[src/rtl/dispatch_ctrl.sv]
// Front-end dispatch scheduler: an in-order FIFO between fetch and decode that issues one
// instruction per cycle when ROB/RS/LSQ have room. Optional `DISPATCH_BYPASS_EN` skips the FIFO when it is empty.
module dispatch_ctrl #(
  parameter int DEPTH = 4,
  parameter int PTR_W = 2
) (
  input  logic             clk,
  input  logic             rst_n,
  input  logic             in_valid,
  input  logic [31:0]      in_inst,
  input  logic [31:0]      in_pc,
  output logic             in_ready,
  input  logic             rob_full,
  input  logic             rs_full,
  input  logic             lsq_full,
  input  logic             flush,
  output logic             dec_ena,
  output logic [31:0]      dec_inst,
  output logic [31:0]      dec_pc,
  output logic [PTR_W:0]   count
);

  typedef struct packed {
    logic [31:0] inst;
    logic [31:0] pc;
  } entry_t;

  localparam logic [31:0] NOP = 32'h0000_0013;

  entry_t           mem [DEPTH];
  logic [PTR_W-1:0] head, tail;
  logic             push, push_fifo, can_issue, byp;
  entry_t           head_e;

  function automatic logic is_mem(input logic [31:0] i);
    return (i[6:0] == 7'b0000011) || (i[6:0] == 7'b0100011);
  endfunction

  // Resource check shared by the FIFO head and the bypass candidate.
  function automatic logic has_room(input logic [31:0] i, input logic rob_f,
                                    input logic rs_f, input logic lsq_f);
    return !rob_f && (is_mem(i) ? !lsq_f : !rs_f);
  endfunction

  assign head_e    = mem[head];
  assign in_ready  = (count != (PTR_W+1)'(DEPTH));
  assign push      = in_valid && in_ready && !flush;
  assign can_issue = (count != '0) && has_room(head_e.inst, rob_full, rs_full, lsq_full) && !flush;

`ifdef DISPATCH_BYPASS_EN
  assign byp = push && (count == '0) && has_room(in_inst, rob_full, rs_full, lsq_full);
`else
  assign byp = 1'b0;
`endif

  assign push_fifo = push && !byp;

  // Storage carries no reset; only the pointers define what is valid.
  always_ff @(posedge clk) begin
    if (push_fifo) mem[tail] <= '{inst: in_inst, pc: in_pc};
  end

  always_ff @(posedge clk or negedge rst_n) begin
    if (!rst_n) begin
      head     <= '0;
      tail     <= '0;
      count    <= '0;
      dec_ena  <= 1'b0;
      dec_inst <= NOP;
      dec_pc   <= '0;
    end else if (flush) begin
      head    <= '0;
      tail    <= '0;
      count   <= '0;
      dec_ena <= 1'b0;
    end else begin
      if (push_fifo) tail <= tail + 1'b1;
      if (can_issue) head <= head + 1'b1;
      count   <= count + {{PTR_W{1'b0}}, push_fifo} - {{PTR_W{1'b0}}, can_issue};
      dec_ena <= can_issue || byp;
      if (can_issue) begin
        dec_inst <= head_e.inst;
        dec_pc   <= head_e.pc;
      end else if (byp) begin
        dec_inst <= in_inst;
        dec_pc   <= in_pc;
      end
    end
  end

endmodule

[config.mk]
export PLATFORM = sky130hd
export DESIGN_NAME = dispatch_ctrl
export DESIGN_NICKNAME = d
export VERILOG_FILES = /design/src/rtl/dispatch_ctrl.sv
export SDC_FILE = /design/constraint.sdc
export NUM_CORES = 1
export LEC_CHECK = 0
export ABC_AREA = 1
export ABC_CLOCK_PERIOD_IN_PS = 5900
export CORE_ASPECT_RATIO = 1.5
export CORE_MARGIN = 5
export CORE_UTILIZATION = 49
export DETAILED_ROUTE_END_ITERATION = 6
export PLACE_DENSITY = 0.71
export SETUP_SLACK_MARGIN = 0.15
export SLEW_MARGIN = 20
export SYNTH_ARGS = -nofsm -noshare
export SYNTH_HDL_FRONTEND = slang
export SYNTH_SLANG_ARGS = --single-unit
[constraint.sdc]
create_clock -name clk -period 5.9 [get_ports clk]
set_clock_uncertainty 0.05 [all_clocks]
set_input_delay 0.885 -clock clk [delete_from_list [all_inputs] [get_ports clk]]
set_output_delay 0.885 -clock clk [all_outputs]
set_load 0.03 [all_outputs]
Word level (Yosys, flattened, before mapping)
Memory sizes are Yosys's and may differ from the RTL's.
Index checks and enable logic that the tools add are counted.
Cells by class
  add/sub/neg operators: 4
  equal/unequal tests: 3
  mux-type cells: 9
  bitwise logic cells: 1
  reductions and logical operators: 14
Operator list (count)
  $mux W2: 4
  $eq A7 B2 Y1 const B: 1
  $eq A7 B6 Y1 const B: 1
  $logic_and A1 B1 Y1: 5
  $add A2 B1 Y2 const B: 2
  $logic_not A1 Y1: 4
  $mux W1: 4
  $reduce_bool A2 Y1: 2
  $add A3 B1 Y3: 1
  $mux W3: 1
  $ne A3 B3 Y1 const B: 1
  $reduce_bool A3 Y1: 1
  $sub A3 B1 Y3: 1
  $reduce_and A2 Y1: 1
  $logic_or A1 B1 Y1: 1
  $not A1 Y1: 1
Storage, ports and cells
  flip-flop bits (word level): 72
  memory bits (writable): 256
  output and inout port bits: 69
  memories kept: 1
Memory list
  mem: words 4, width 64, rd ports 1, clocked after Yosys merged registers in 0, write ports 1, line 30  | entry_t mem [DEPTH];

Logic depth before layout (Yosys ltp)
An unclocked memory read counts as a cell.
  depth after elaboration: 9
  mapped depth: 20

Worst setup path before layout
OpenSTA, ideal clock, no wires.
  kind: register to register
  start point: reg count[1]
  end point: mem mem[0][0] (netlist bit) (enable)
  setup time: 486 ps
  data arrival time: 3978 ps
  required time: 5364 ps
  setup slack: 1386 ps
  cell stages (with the launch flop): 7
  clock period less this slack: 4514 ps
  path through: dfrtp_1 -> nor2_1 -> nand2_1 -> nand2_1 -> nor2_1 -> inv_1 -> nor2_1
Between the ends
  cells in the longest elaborated chain, start to end: 5
Ends and longest elaborated chain
  start: declaration: line 20  | output logic [PTR_W:0] count
  start signal: assignment: line 79  | count <= count + {{PTR_W{1'b0}}, push_fifo} - {{PTR_W{1'b0}}, can_issue};
  $ne A3 B3 Y1: line 46  | assign in_ready = (count != (PTR_W+1)'(DEPTH));
  named net in_ready: line 12  | output logic in_ready,
  $logic_and A1 B1 Y1 (2 in a row): line 47  | assign push = in_valid && in_ready && !flush;
  $mux W1: line 60  | if (push_fifo) mem[tail] <= '{inst: in_inst, pc: in_pc};
  $mux W1 (not written as such): line 60
  end: declaration: line 30
The timed path passes the listed nets, and every way through them passes these cells.

Worst setup path after layout
  start point: reg head[0]
  end point: reg dec_pc[4]
Between the ends
  cells in the longest elaborated chain, start to end: 8
Ends and longest elaborated chain
  start: declaration: line 31  | logic [PTR_W-1:0] head, tail;
  start signal: assignment: line 78  | if (can_issue) head <= head + 1'b1;
  $mem_v2 Z4 W64 *
  $eq A7 B2 Y1 or $eq A7 B6 Y1 (tied branches): line 36  | return (i[6:0] == 7'b0000011) || (i[6:0] == 7'b0100011);
  $logic_or A1 B1 Y1: line 36
  $mux W1: line 42  | return !rob_f && (is_mem(i) ? !lsq_f : !rs_f);
  $logic_and A1 B1 Y1: line 42
  $logic_and A1 B1 Y1 (2 in a row): line 48  | assign can_issue = (count != '0) && has_room(head_e.inst, rob_full, rs_full, lsq_full) && !flush;
  $reduce_and A2 Y1 (no line)
  end signal: assignment: line 83  | dec_pc <= head_e.pc;
  end signal: assignment: line 86  | dec_pc <= in_pc;
  end: declaration: line 19  | output logic [31:0] dec_pc,
Every way passes the cells marked *; elsewhere a longest branch is shown, timed or not.
A chain may end at the register's enable or synchronous reset.

==> flow_summary.json <==
{
  "status": "complete, no violations",
  "synth.distinct_cells": 27,
  "grtUsageMet2_pct": 32.7,
  "fill_cells": 1990,
  "critical_path.startpoint_type": "register",
  "mux_cell_area_share_after_synthesis_pct": 0,
  "die_h_um": 206,
  "layout_common_cells": "sky130_fd_sc_hd__edfxtp_1 (256), sky130_fd_sc_hd__nand2_1 (170), sky130_fd_sc_hd__clkdlybuf4s50_1 (138)",
  "fp.coreArea_um2": 25200,
  "final_clock_period_utilization_by_the_worst_path_pct": 57.1,
  "setup-violations-final": 0,
  "synth.largest_area_cell": "sky130_fd_sc_hd__edfxtp_1",
  "cp_data_required_time_ps": 6320,
  "drt-pass1-iter-count": 5,
  "buffer_ports.inserted": 139,
  "total_switching_power_mw": 1.96,
  "timing.reg2reg.setup_slack_ps": 2530,
  "hp-class": "in2async",
  "grt_pass1_wl_um": 42000,
  "layout-drive-gt1-share_pct": 6.84,
  "antenna_violating_nets_post_route": 0,
  "reg2reg_from": "head[0]",
  "overflow": 0,
  "synth_area_per_cell_um2": 12.8,
  "ir_drop_mv": 0.250,
  "timing_hold_violations_final": 0,
  "cts_sinks": 328,
  "synthesis.area_um2": 12600,
  "synthCells": 984,
  "synthesis.nets": 1062,
  "die_x_um": 141,
  "totalPowerFinal_mw": 6.40,
  "period_minus_slack_ps": 3370,
  "synth-adder-area-share_pct": 0.757,
  "grt_start_max_net_pins": 102,
  "largest_family_of_logic_cells_by_synthesized_area": "simple AND/OR/NAND/NOR gates",
  "vias_per_cell": 5.39,
  "clock_power_share_pct": 28.0,
  "floorplan.initialDensity_pct": 49.8,
  "tritoncts_clock_tree": "built",
  "setup_repair_after_global_routing_missed_its_margin": "no",
  "power.density_cell_area_nw_per_um2": 423,
  "cts_buffer_depth": 3,
  "layout.core_utilization_pct": 60.0,
  "globalRoute.busiestLayer": "met2",
  "use_met1_pct": 22.2,
  "critical_path.endpoint_type": "register",
  "antenna_violations_before_repair": 3,
  "p_int_mw": 4.45,
  "nets": 1182,
  "fmax_achieved_mhz": 297,
  "synth.ff_latch_count": 328,
  "maxCapViolations": 0,
  "rr_endpoint": "dec_pc[4]",
  "synth-warning-count": 0,
  "io-pin-count": 140,
  "yosys.area_share.xor_xnor_pct": 0.209,
  "seqPwrFrac_pct": 46.8,
  "yosys.area_share.simple_pct": 12.3,
  "clock_latency_at_the_later_pin_of_the_worst_skew_pair_ps": 530,
  "dr.first_iter.drc_count": 551,
  "worst_slew_pin_slew_ps": 1030,
  "max-slew-margin-rel_pct": 31.4,
  "htree_num_levels": 1,
  "critical_path.max_fanout": 75,
  "placed_cell_area_um2": 14200,
  "total_leakage_power_nw": 5.63,
  "first_global_vias": 8043,
  "holdBufCountCts": 0,
  "cts_inserted_buffers": 29,
  "synth_largest_type_area_fraction_pct": 61.2,
  "worstPathArrival_ps": 3790,
  "number_of_vias_after_detailed_routing": 7847,
  "grt_util_all_layers_pct": 18.3,
  "final.setup.tns_ps": 0,
  "placementRows": 71,
  "cts_root_buffer": "sky130_fd_sc_hd__clkbuf_16",
  "r2r_cells": 11,
  "synth_area_in_compound_gates_pct": 7.75,
  "netSwitchingFraction_pct": 30.6,
  "synthTopCellsByArea": "sky130_fd_sc_hd__edfxtp_1 (61%), sky130_fd_sc_hd__dfrtp_1 (14%), sky130_fd_sc_hd__nand2_1 (5.1%)",
  "detail_route.wl_per_cell_um": 18.2,
  "floorplan.die_area_um2": 29000,
  "worstSetupPathType": "reg2reg",
  "hold_ws_ps": 334,
  "ctsResizeCount": 0,
  "dp_hpwl_um": 14800,
  "most_frequent_standard_cell_in_the_layout_excluding_fill_and_tap_cells": "sky130_fd_sc_hd__edfxtp_1",
  "routabilityCongestion": 0.736,
  "drt-total-wl_um": 26500,
  "worst_setup_hold_path_clk_slew_ps": 70,
  "post-cts-setup-buffer-count": 0,
  "power_frac_comb_pct": 25.2,
  "synth_seq_area_share_pct": 75.6,
  "final-max-slew-violation-count": 0,
  "groute.layer.met3.usage_pct": 2.69,
  "remaining_drc_errors": 0,
  "area_delta_synth_final_pct": 20.5,
  "final_design_area_no_fill_um2": 15100
}
through the flow:
stage	setup WS [ps]	std cells
after floorplan	1390	984
after global placement	2470	1401
after detailed placement	2420	1401
after CTS	2520	1454
after global routing	2160	1456
final	2530	1457
layer usage:
layer,up-vias,wire length [µm]
met2,227,13600
met1,3835,10600
li1,3731,-
met4,2,863
met5,-,13
met3,52,1470
synth_stat cells:
cell type                  count
sky130_fd_sc_hd__dfstp_2       3
sky130_fd_sc_hd__nand3_2       1
sky130_fd_sc_hd__fa_1          1
sky130_fd_sc_hd__nor2_2        2
sky130_fd_sc_hd__ha_1          6
sky130_fd_sc_hd__edfxtp_1    256
sky130_fd_sc_hd__clkbuf_1     40
sky130_fd_sc_hd__xor2_1        2
sky130_fd_sc_hd__o211ai_1      1
sky130_fd_sc_hd__a21boi_1      1
sky130_fd_sc_hd__a21oi_1       1
sky130_fd_sc_hd__o22ai_1      58
sky130_fd_sc_hd__o21ai_0     118
sky130_fd_sc_hd__inv_2         4
sky130_fd_sc_hd__buf_2        10
sky130_fd_sc_hd__xnor2_1       1
sky130_fd_sc_hd__nand2_1     170
sky130_fd_sc_hd__nor2_1      125
sky130_fd_sc_hd__buf_6        10
sky130_fd_sc_hd__dfrtp_1      69
sky130_fd_sc_hd__nand4_1       1
sky130_fd_sc_hd__nand3_1      79
sky130_fd_sc_hd__nand2_2       1
sky130_fd_sc_hd__inv_1        20
sky130_fd_sc_hd__buf_4         2
sky130_fd_sc_hd__nor2_4        1
sky130_fd_sc_hd__clkinv_1      1
cells by family after synthesis:
logic type | Yosys count
AO/OA/AOI/OAI | 179
buffers and inverters | 87
adder cells (fa/ha/maj) | 7
AND/OR/NAND/NOR | 380
XOR/XNOR | 3
flip-flops | 328
power groups by stage:
stage | Clock [mW] | Combinational [mW] | Sequential, mW
2_1_floorplan | 0 | 0.568 | 3.43
3_3_place_gp | 0 | 1.61 | 3.04
3_5_place_dp | 0 | 1.63 | 3.04
4_1_cts | 1.83 | 1.64 | 3.00
5_1_grt | 1.93 | 1.75 | 3.04
6_report | 1.79 | 1.61 | 3.00
sequential cells by signal, indices dropped and copies added, names as in the netlist:
register and flops:
dec_inst 32, count 3, head 2, mem 256, dec_ena 1, tail 2
dec_pc 32
worst max-delay path, cell delays in order (launching register included):
cell and delay (ps):
sky130_fd_sc_hd__dfrtp_4 930, sky130_fd_sc_hd__inv_4 260, sky130_fd_sc_hd__nand2_1 120, sky130_fd_sc_hd__nand3_1 70, sky130_fd_sc_hd__nand2_1 140, sky130_fd_sc_hd__nand2_2 70, sky130_fd_sc_hd__nor2_4 140, sky130_fd_sc_hd__a21boi_1 110
sky130_fd_sc_hd__nor2_4 740, sky130_fd_sc_hd__buf_4 390, sky130_fd_sc_hd__nand3_1 120, sky130_fd_sc_hd__nand2_1 110
area by class of cell:
cell class                      instances  area [µm²]  share of cell area [%]
Inverter                               25        96.3                   0.637
Clock buffer                           36         762                    5.03
Timing Repair Buffer                  151        1530                    10.1
Tap cell                              328         410                    2.71
Sequential cell                       328        9500                    62.8
Multi-Input combinational cell        569        2680                    17.7
Clock inverter                         17         150                   0.992
Antenna cell                            3        7.51                  0.0496
worst max path at each step:
stage / startpoint / to / slack (ps)
after detailed placement: in_valid / mem[3][59] / 2420
after floorplan: count[1] / mem[0][0] / 1390
after CTS: head[0] / dec_pc[4] / 2520
after global placement: in_valid / mem[0][37] / 2470
final: head[0] / dec_pc[4] / 2530
after global routing: head[0] / dec_pc[4] / 2160
No activity file was read; power rests on OpenSTA's default activity.
